`src/rtl/cpuf_pkg.sv`:
```
// rtl/cpuf_pkg.sv - shared opcodes, state encoding and control-word layout for the CPU sequencer
// Purpose: one place for opcode values, the 3-bit sequencer state encoding,
//          the wait-phase qualifier and the bit positions of the strobe vector.
// Ports:   none (package).
package cpuf_pkg;

  localparam logic [3:0] OP_LDA = 4'b1000;
  localparam logic [3:0] OP_LDB = 4'b0100;
  localparam logic [3:0] OP_ADD = 4'b0010;
  localparam logic [3:0] OP_SUB = 4'b0001;
  localparam logic [3:0] OP_JMP = 4'b1001;
  localparam logic [3:0] OP_WRT = 4'b1010;
  localparam logic [3:0] OP_HLT = 4'b1111;

  // Ten logical steps have to fit a 3-bit debug code, so every no-strobe
  // hold cycle (fetch wait, decode, execute wait) shares ST_WAIT and is told
  // apart by phase_t.
  typedef enum logic [2:0] {
    ST_IDLE   = 3'd0,
    ST_FETCH  = 3'd1,
    ST_ADDR   = 3'd2,
    ST_WAIT   = 3'd3,
    ST_LOADIR = 3'd4,
    ST_EXEC   = 3'd5,
    ST_RETIRE = 3'd6,
    ST_HALT   = 3'd7
  } state_t;

  typedef enum logic [1:0] {
    PH_FWAIT  = 2'd0,
    PH_DECODE = 2'd1,
    PH_XWAIT  = 2'd2
  } phase_t;

  // Strobe vector bit positions.
  localparam int CW_PC   = 0;
  localparam int CW_MAR  = 1;
  localparam int CW_IR   = 2;
  localparam int CW_OUTA = 3;
  localparam int CW_OUTB = 4;
  localparam int CW_AD   = 5;
  localparam int CW_SB   = 6;
  localparam int CW_JMP  = 7;
  localparam int CW_ACC  = 8;
  localparam int CW_W    = 9;

  // Execute-cycle strobe for an opcode; unknown opcodes give no strobe (NOP).
  function automatic logic [CW_W-1:0] exec_cw(input logic [3:0] op);
    logic [CW_W-1:0] cw;
    cw = '0;
    case (op)
      OP_LDA:  cw[CW_OUTA] = 1'b1;
      OP_LDB:  cw[CW_OUTB] = 1'b1;
      OP_ADD:  cw[CW_AD]   = 1'b1;
      OP_SUB:  cw[CW_SB]   = 1'b1;
      OP_JMP:  cw[CW_JMP]  = 1'b1;
      OP_WRT:  cw[CW_ACC]  = 1'b1;
      default: cw = '0;
    endcase
    return cw;
  endfunction

  // Loads from RAM need the full read latency before the register settles.
  function automatic logic is_mem_op(input logic [3:0] op);
    return (op == OP_LDA) || (op == OP_LDB);
  endfunction

endpackage

```
`src/rtl/cpu_sequencer_if.sv`:
```
// rtl/cpu_sequencer_if.sv - control/strobe bundle between sequencer and datapath
// Purpose: groups run/step controls, the opcode and all sequencer outputs.
// Ports (master = sequencer side):
//   in : run, step_mode, step, ir_i[3:0]
//   out: pc_a, mar_a, ir_a, out_a, out_b, ad, sb, jmp, acc_out, halted,
//        state[2:0], icount[ICNT_W-1:0]
interface cpu_sequencer_if #(parameter int ICNT_W = 8);
  logic              run;
  logic              step_mode;
  logic              step;
  logic [3:0]        ir_i;
  logic              pc_a;
  logic              mar_a;
  logic              ir_a;
  logic              out_a;
  logic              out_b;
  logic              ad;
  logic              sb;
  logic              jmp;
  logic              acc_out;
  logic              halted;
  logic [2:0]        state;
  logic [ICNT_W-1:0] icount;

  modport master (
    input  run, step_mode, step, ir_i,
    output pc_a, mar_a, ir_a, out_a, out_b, ad, sb, jmp, acc_out,
           halted, state, icount
  );

  modport slave (
    output run, step_mode, step, ir_i,
    input  pc_a, mar_a, ir_a, out_a, out_b, ad, sb, jmp, acc_out,
           halted, state, icount
  );
endinterface

```
`src/rtl/seq_wait_timer.sv`:
```
// rtl/seq_wait_timer.sv - loadable down-counter used for sequencer wait states
// Purpose: holds a wait state for (load value + 1) cycles; o_done is high
//          whenever the count has reached zero.
// Ports: clk, rst (async high), i_load, i_load_val[W-1:0], o_done
module seq_wait_timer #(
  parameter int W = 3
) (
  input  logic         clk,
  input  logic         rst,
  input  logic         i_load,
  input  logic [W-1:0] i_load_val,
  output logic         o_done
);

  logic [W-1:0] r_count;

  always_ff @(posedge clk or posedge rst) begin
    if (rst) begin
      r_count <= '0;
    end else if (i_load) begin
      r_count <= i_load_val;
    end else if (r_count != '0) begin
      r_count <= r_count - 1'b1;
    end
  end

  assign o_done = (r_count == '0);

endmodule

```
`src/rtl/cpu_sequencer.sv`:
```
// rtl/cpu_sequencer.sv - explicit-state fetch/decode/execute sequencer for the CPU
// Purpose: drives single-cycle datapath strobes, inserts RAM wait states,
//          supports run/stop and single-step, reports halt and retired count.
// Ports: clk, reset (async high), bus (cpu_sequencer_if.master):
//   run, step_mode, step, ir_i in; strobes, halted, state, icount out.
module cpu_sequencer
  import cpuf_pkg::*;
#(
  parameter int RAM_LAT = 2,
  parameter int ICNT_W  = 8
) (
  input  logic             clk,
  input  logic             reset,
  cpu_sequencer_if.master  bus
);

  // Timer counts down to zero, so a wait of N cycles loads N-1.
  localparam logic [2:0] LAT_M1 = 3'(RAM_LAT - 1);

  state_t            r_state, w_next;
  phase_t            r_phase, w_phase_next;
  logic [3:0]        r_op, w_op;
  logic [CW_W-1:0]   r_cw, w_cw;
  logic              r_halted;
  logic [ICNT_W-1:0] r_icount;
  logic              w_load;
  logic [2:0]        w_load_val;
  logic              w_done;

  seq_wait_timer #(.W(3)) u_timer (
    .clk        (clk),
    .rst        (reset),
    .i_load     (w_load),
    .i_load_val (w_load_val),
    .o_done     (w_done)
  );

  always_ff @(posedge clk or posedge reset) begin
    if (reset) begin
      r_state  <= ST_IDLE;
      r_phase  <= PH_FWAIT;
      r_op     <= '0;
      r_cw     <= '0;
      r_halted <= 1'b0;
      r_icount <= '0;
    end else begin
      r_state  <= w_next;
      r_phase  <= w_phase_next;
      r_op     <= w_op;
      // Strobes are decoded from the next state so they line up with it.
      r_cw     <= w_cw;
      r_halted <= r_halted | (w_next == ST_HALT);
      if (r_state == ST_RETIRE) begin
        r_icount <= r_icount + 1'b1;
      end
    end
  end

  always_comb begin
    w_next       = r_state;
    w_phase_next = r_phase;
    w_op         = r_op;
    w_load       = 1'b0;
    w_load_val   = '0;
    w_cw         = '0;

    case (r_state)
      ST_IDLE: begin
        // A step pulse only counts here; pulses seen elsewhere are dropped.
        if (bus.run && (!bus.step_mode || bus.step)) begin
          w_next = ST_FETCH;
        end
      end
      ST_FETCH: w_next = ST_ADDR;
      ST_ADDR: begin
        w_next       = ST_WAIT;
        w_phase_next = PH_FWAIT;
        w_load       = 1'b1;
        w_load_val   = LAT_M1;
      end
      ST_LOADIR: begin
        w_next       = ST_WAIT;
        w_phase_next = PH_DECODE;
        w_load       = 1'b1;
        w_load_val   = 3'd0;
      end
      ST_WAIT: begin
        if (w_done) begin
          case (r_phase)
            PH_FWAIT:  w_next = ST_LOADIR;
            PH_DECODE: begin
              // IR is valid during decode; capture it for the execute half.
              w_op   = bus.ir_i;
              w_next = (bus.ir_i == OP_HLT) ? ST_HALT : ST_EXEC;
            end
            default:   w_next = ST_RETIRE;
          endcase
        end
      end
      ST_EXEC: begin
        w_next       = ST_WAIT;
        w_phase_next = PH_XWAIT;
        w_load       = 1'b1;
        w_load_val   = is_mem_op(r_op) ? LAT_M1 : 3'd0;
      end
      ST_RETIRE: w_next = ST_IDLE;
      ST_HALT:   w_next = ST_HALT;
      default:   w_next = ST_IDLE;
    endcase

    case (w_next)
      ST_FETCH:  w_cw[CW_PC]  = 1'b1;
      ST_ADDR:   w_cw[CW_MAR] = 1'b1;
      ST_LOADIR: w_cw[CW_IR]  = 1'b1;
      ST_EXEC:   w_cw         = exec_cw(w_op);
      default:   w_cw         = '0;
    endcase
  end

  assign bus.pc_a    = r_cw[CW_PC];
  assign bus.mar_a   = r_cw[CW_MAR];
  assign bus.ir_a    = r_cw[CW_IR];
  assign bus.out_a   = r_cw[CW_OUTA];
  assign bus.out_b   = r_cw[CW_OUTB];
  assign bus.ad      = r_cw[CW_AD];
  assign bus.sb      = r_cw[CW_SB];
  assign bus.jmp     = r_cw[CW_JMP];
  assign bus.acc_out = r_cw[CW_ACC];
  assign bus.halted  = r_halted;
  assign bus.state   = r_state;
  assign bus.icount  = r_icount;

endmodule
```
`src/flat_wrapper.sv`:
```
// flat-port wrapper written by rule: the top's interface ports become plain ports
module cpu_sequencer_flat import cpuf_pkg::*;
#(
  parameter int RAM_LAT = 2,
  parameter int ICNT_W  = 8
)
  (clk, reset, bus_run, bus_step_mode, bus_step, bus_ir_i, bus_pc_a, bus_mar_a, bus_ir_a, bus_out_a, bus_out_b, bus_ad, bus_sb, bus_jmp, bus_acc_out, bus_halted, bus_state, bus_icount);
  cpu_sequencer_if #(.ICNT_W(ICNT_W)) bus_i ();
  input  logic clk;
  input  logic reset;
  input wire logic [$bits(bus_i.run)-1:0] bus_run;
  input wire logic [$bits(bus_i.step_mode)-1:0] bus_step_mode;
  input wire logic [$bits(bus_i.step)-1:0] bus_step;
  input wire logic [$bits(bus_i.ir_i)-1:0] bus_ir_i;
  output wire logic [$bits(bus_i.pc_a)-1:0] bus_pc_a;
  output wire logic [$bits(bus_i.mar_a)-1:0] bus_mar_a;
  output wire logic [$bits(bus_i.ir_a)-1:0] bus_ir_a;
  output wire logic [$bits(bus_i.out_a)-1:0] bus_out_a;
  output wire logic [$bits(bus_i.out_b)-1:0] bus_out_b;
  output wire logic [$bits(bus_i.ad)-1:0] bus_ad;
  output wire logic [$bits(bus_i.sb)-1:0] bus_sb;
  output wire logic [$bits(bus_i.jmp)-1:0] bus_jmp;
  output wire logic [$bits(bus_i.acc_out)-1:0] bus_acc_out;
  output wire logic [$bits(bus_i.halted)-1:0] bus_halted;
  output wire logic [$bits(bus_i.state)-1:0] bus_state;
  output wire logic [$bits(bus_i.icount)-1:0] bus_icount;
  assign bus_i.run = bus_run;
  assign bus_i.step_mode = bus_step_mode;
  assign bus_i.step = bus_step;
  assign bus_i.ir_i = bus_ir_i;
  assign bus_pc_a = bus_i.pc_a;
  assign bus_mar_a = bus_i.mar_a;
  assign bus_ir_a = bus_i.ir_a;
  assign bus_out_a = bus_i.out_a;
  assign bus_out_b = bus_i.out_b;
  assign bus_ad = bus_i.ad;
  assign bus_sb = bus_i.sb;
  assign bus_jmp = bus_i.jmp;
  assign bus_acc_out = bus_i.acc_out;
  assign bus_halted = bus_i.halted;
  assign bus_state = bus_i.state;
  assign bus_icount = bus_i.icount;
  cpu_sequencer #(.RAM_LAT(RAM_LAT), .ICNT_W(ICNT_W)) u_core (.clk(clk), .reset(reset), .bus(bus_i));
endmodule
```
`config.mk`:
```
export PLATFORM = sky130hd
export DESIGN_NAME = cpu_sequencer_flat
export DESIGN_NICKNAME = d
export VERILOG_FILES = /design/src/rtl/cpuf_pkg.sv /design/src/rtl/cpu_sequencer_if.sv /design/src/rtl/seq_wait_timer.sv /design/src/rtl/cpu_sequencer.sv /design/src/flat_wrapper.sv
export SDC_FILE = /design/constraint.sdc
export NUM_CORES = 1
export LEC_CHECK = 0
export ABC_AREA = 1
export CAP_MARGIN = 20
export CORE_ASPECT_RATIO = 0.8
export CORE_UTILIZATION = 32
export DETAILED_ROUTE_END_ITERATION = 7
export SLEW_MARGIN = 20
export SYNTH_ARGS = -nofsm -noshare
export SYNTH_HDL_FRONTEND = slang
export SYNTH_HIERARCHICAL = 1
export SYNTH_SLANG_ARGS = --single-unit
```
`constraint.sdc`:
```
create_clock -name clk -period 1.7 [get_ports clk]
set_input_delay 0.425 -clock clk [delete_from_list [all_inputs] [get_ports clk]]
set_output_delay 0.425 -clock clk [all_outputs]
set_load 0.02 [all_outputs]
```
Word-level counts from Yosys, hierarchy flattened. Index checks and enable logic that the tools add are counted.

Flip-flop bits (word level): 30. Bits of input ports: 9. Output and inout port bits: 21. Logic and storage cells: 67.

Add/sub/neg operators: 2. Eq/ne operators: 22. Multiplexer cells: 24. Bitwise logic cells: 1. Reduce and logical (&&, ||, !) cells: 11.

Operators with widths (number): $eq A3 B3 Y1 const B (7); $eq A4 B4 Y1 const B (5); $pmux W3 S6 (1); $mux W3 (4); $mux W4 (3); $pmux W3 S2 (2); $mux W1 (11); $eq A3 B2 Y1 const B (3); $add A8 B1 Y8 const B (1); $eq A4 B3 Y1 const B (2); $eq A3 B1 Y1 const B (2); $logic_not A3 Y1 (2); $mux W6 (1); $pmux W2 S3 (1); $reduce_bool A3 Y1 (2); $eq A4 B1 Y1 const B (1); $eq A4 B2 Y1 const B (1); $reduce_or A3 Y1 (1); $sub A3 B1 Y3 const B (1); $eq A2 B1 Y1 const B (1); $logic_not A2 Y1 (1); $logic_or A1 B1 Y1 (2); $mux W2 (1); $reduce_bool A2 Y1 (1); 3 further kinds (3).

Longest topological paths before layout.
Depth in word-level cells: 7. Depth in mapped cells: 14. Mapped depth without buffers: 14.

By module. Netlist, hierarchy kept.

Modules (own cells, without submodules): cpu_sequencer (times used 1, cells each 135, area an instance 1242.4 um^2, sequential area each 675.6 um^2); seq_wait_timer (times used 1, cells each 33, area an instance 211.5 um^2, sequential area each 75.1 um^2).

Worst setup path after synthesis. Ideal clock, no wire load.

Path kind: reg-to-reg. Start: reg u_core.u_timer.r_count[0]. End: reg u_core.r_cw[6]. Setup time: 0.116 ns. Arrival time: 1.577 ns. Data required time: 1.584 ns. Setup slack: 0.007 ns. Stages on the path, launching flop included: 14. Buffers on the path: 0. Period minus slack after synthesis: 1.693 ns. Path through: dfrtp_1 inv_1 ha_1 inv_1 nor2_2 inv_1 nor2_1 nand2_1 nor2_8 nand2_1 o21ai_2 inv_1 nand2_1 nor2_1.

Longest elaborated chain between the ends: 6. Elaborated cells between the ends (all ways): 9. Those cells by class: 2 x eq/ne; 6 x mux; 1 x reduce/logical.

RTL lines: from (decl) (RTL line seq_wait_timer.sv:15) `logic [W-1:0] r_count;`; from (signal assigned) (RTL line seq_wait_timer.sv:21) `r_count <= i_load_val;`; from (signal assigned) (RTL line seq_wait_timer.sv:23) `r_count <= r_count - 1'b1;`; $logic_not A3 Y1 (RTL line seq_wait_timer.sv:27) `assign o_done = (r_count == '0);`; via u_core.w_done (RTL line cpu_sequencer.sv:28) `logic w_done;`; $mux W4 (RTL line cpu_sequencer.sv:88) `if (w_done) begin`; $mux W4 (RTL line cpu_sequencer.sv:67) `case (r_state)`; via u_core.w_op[1] (RTL line cpu_sequencer.sv:22) `logic [3:0] r_op, w_op;`; $eq A4 B1 Y1 (RTL line cpuf_pkg.sv:51) `case (op)`; $mux W1 (RTL line cpuf_pkg.sv:51); $mux W6 (RTL line cpu_sequencer.sv:111) `case (w_next)`; via u_core.w_cw[6] (RTL line cpu_sequencer.sv:23) `logic [CW_W-1:0] r_cw, w_cw;`; to (signal assigned) (RTL line cpu_sequencer.sv:51) `r_cw <= w_cw;`; to (decl) (RTL line cpu_sequencer.sv:23).

The timed path passes the listed nets, and every way through them passes these cells. A chain may end at the register's enable or synchronous reset.

Worst setup path after layout.
Start: reg u_core.u_timer.r_count[1]. End: reg u_core.r_cw[8].

Longest elaborated chain between the ends: 6. Elaborated cells between the ends (all ways): 9. Those cells by class: 2 x eq/ne; 6 x mux; 1 x reduce/logical.

RTL lines (RTL line): $logic_not A3 Y1 (seq_wait_timer.sv:27); via u_core.w_done (cpu_sequencer.sv:28); $mux W4 (cpu_sequencer.sv:88); $mux W4 (cpu_sequencer.sv:67); via u_core.w_op[2] (cpu_sequencer.sv:22); $eq A4 B4 Y1 (cpuf_pkg.sv:51); $mux W1 (cpuf_pkg.sv:51); $mux W6 (cpu_sequencer.sv:111); via u_core.w_cw[8] (cpu_sequencer.sv:23).

The timed path passes the listed nets, and every way through them passes these cells.

==> flow_metrics.tcl <==
set metrics [dict create \
    crit_family "simple AND/OR/NAND/NOR gates" \
    reg2reg_setup_slack_ns 0.02 \
    dp_hpwl_um 2210 \
    die_w_um 77.4 \
    synth_top_area_cell "dfrtp_1" \
    required_ns 1.90 \
    dp_cells 269 \
    placementRows 21 \
    final_common_cell "nand2_1" \
    finalHoldViolations 0 \
    port-buffer-count 29 \
    path_max_fanout 4 \
    critPathKind "reg -> reg" \
    cts_made_buffers 5 \
    die_area_sq_mm 0.00482 \
    diodes 0 \
    initial_core_util_pct 33.9 \
    cts-root-buf "clkbuf_8" \
    fin_crit_sh_pct 99.1 \
    gr-total-overflow 0 \
    finalMaxSlewViolations 0 \
    clk_pin_slew_worst_paths_ns 0.06 \
    hold_class "in -> async" \
    grtUsageTotal_pct 13.7 \
    drc_errors 0 \
    io_pins 30 \
    htreeDepth 2 \
    crit_chain "inv_2 -> ha_4 -> inv_2 -> nor2_4 -> inv_2 -> nor2_4 -> buf_6 -> nand3_4 -> nand2_4 -> nand2_4 -> nor2_4 -> nand2_2 -> nor2_2" \
    p_comb_share_pct 53.5 \
    setup_viol 0 \
    area_delta_synth_final_pct 47.9 \
    fmax_mhz 594 \
    irDropWorstVdd_uv 816 \
    final_cell_mix "nand2_1 (36), dfrtp_1 (30), clkdlybuf4s50_1 (18), inv_1 (18), buf_4 (17)" \
    routedWlPerCell_um 10.5 \
    netlist_area_sq_mm 0.00145 \
    cp-end-kind "register" \
    leakagePower_uw 0.00108 \
    multi_input_area_sq_um 706 \
    post_drt_via_cell_ratio 4.23 \
    gp_congestion 0.740 \
    synth_top_area_share_pct 51.6 \
    die_y_um 62.3 \
    initialDrtViolationCount 60 \
    arrival_ns 1.89 \
    syn-instance-count 168 \
    seq_power_share_pct 30.7 \
    p_int_uw 2050 \
    outcome "finished, final reports clean" \
    drtAntennaViolNets 0 \
    synthDistinctLibCells 27 \
    synth-seq-cells 30 \
    vias 1188 \
    first_global_vias 1154 \
    rsz0062_at_grt "yes" \
    layout_min_cycle_time_ns 1.68 \
    yosysWarnings 6 \
    drv_cap 0 \
    cts_hold_buf 0 \
    cp_slowest_stage_delay_ns 0.39 \
    worst_setup_path_start_kind "register" \
    clock_latency_ns 0.27 \
    fill_cells 401 \
    instances_no_fill 281 \
    seq_area_sq_um 751 \
    antenna_found_initial 0 \
    seq_area_frac_synth_pct 51.6 \
    switching_share_pct 42.4 \
    reg2regPathDepth 13 \
    grt_max_degree 20 \
    slowest_stage "dfrtp_1" \
    synth_area_per_cell_sq_um 8.65 \
    nets 235 \
    cts_tree "done" \
    grt_first_pass_wirelength_um 5210 \
    drive_above_1_share_pct 29.0 \
    clock_sinks 30 \
    routed_wl_um 2950 \
    ys_top_cells_by_area "dfrtp_1 (52%), nand2_1 (11%), inv_1 (6.2%)" \
    regToRegEndpoint "u_core/r_cw[8]$_DFF_PP0_" \
    fp.coreArea_sq_mm 0.00428 \
    p_sw_uw 1510 \
    worstReg2RegStart "u_core/u_timer/r_count[1]$_DFFE_PP0P_" \
    drt-pass1-iter-count 4 \
    power_density_mw_per_mm2 1660 \
    clockBufferDepth 2 \
    crit_buf_inv 4 \
    whs_ns 0.365 \
    clkPwrFrac_pct 15.9 \
    fin_worst_skew_ns 0.00570 \
]
## power by group through the flow
stage	Clock (uW)	Combinational, uW	Sequential (uW)
global route	615	2130	1120
finish	566	1900	1090
detailed placement	0	1670	1080
CTS	589	1840	1090
global placement	0	1650	1080
floorplan	0	897	1190
## flip-flops by register name (all words and copies together) (netlist names)
signal and count:
u_core/r_cw 9, u_core/bus.icount 8, u_core/r_op 4, u_core/bus.state 3
u_core/u_timer/r_count 3, u_core/r_phase 2, u_core/bus.halted 1
## layer usage
metal,share of wire [%],up-vias,GRT usage [%]
met3,4.6,2,4.26
met5,0,-,0
met2,43,27,20.4
li1,-,630,-
met4,0.27,0,3.54
met1,52,529,19.2
## what timing repair did
item                                   CTS  global route
setup buffers                            2             2
endpoints found under the hold margin    0             0
pin swaps                                9            13
setup endpoints to repair               15             9
gates resized for setup                 35            11
## per-stage QoR
stage          util (%)  setup slack (ns)  total power (uW)  TNS, ns  cell area [sq um]
2_1_floorplan         -           0.00723              2090        0               1460
3_3_place_gp       44.9            -0.130              2730   -0.768               1920
3_5_place_dp       44.9            -0.187              2750    -1.08               1920
4_1_cts            49.1           -0.0244              3520  -0.0287               2100
5_1_grt            50.2           -0.0995              3860   -0.490               2150
6_report           50.2            0.0159              3560        0               2150
## kinds of logic after synthesis
kind of cell,share of synthesized area [%]
and+or+nand+nor,28.3
DFF,51.6
buffers and inverters,7.06
AOI/OAI and AO/OA,5.94
xor gates and xnor gates,4.22
adders and majority gates,2.58
other,0.258
## worst max-delay path by stage
stage	startpoint	endpoint	slack (ns)	depth (start not counted)
floorplan	u_core/u_timer/r_count[0]$_DFFE_PP0P_	u_core/r_cw[6]$_DFF_PP0_	0.007	13
global placement	bus_step	u_core/r_cw[8]$_DFF_PP0_	-0.13	9
detailed placement	bus_run	u_core/r_cw[8]$_DFF_PP0_	-0.19	8
CTS	u_core/u_timer/r_count[1]$_DFFE_PP0P_	u_core/r_cw[4]$_DFF_PP0_	-0.02	14
global route	u_core/u_timer/r_count[1]$_DFFE_PP0P_	u_core/r_cw[4]$_DFF_PP0_	-0.1	13
finish	u_core/u_timer/r_count[1]$_DFFE_PP0P_	u_core/r_cw[8]$_DFF_PP0_	0.02	13
## synth_stat cells
cell and instances:
nand2_1 43, dfrtp_1 30, inv_1 24, nor2_1 19, o21ai_0 7, nand2_2 5, xnor2_1 5, nand3_1 4
ha_1 3, nand3_2 3, nand4_1 3, nor2_2 3, a21oi_1 2, inv_2 2, o22ai_1 2, xor2_1 2
a21boi_0 1, clkinv_2 1, conb_1 1, nand2_4 1, nor2_4 1, nor2_8 1, nor3_2 1, nor3b_1 1
o21ai_1 1, o21ai_2 1, o21bai_1 1
## cell type report
cell class	count	share of cell area [%]
flip-flops and latches	30	34.9
well taps	57	3.32
multi-input cells	112	32.8
inverters	27	4.89
clock inverters	1	0.233
clock buffers	7	4.01
repair buffers	47	19.8
(Power assumes the default switching activity.)
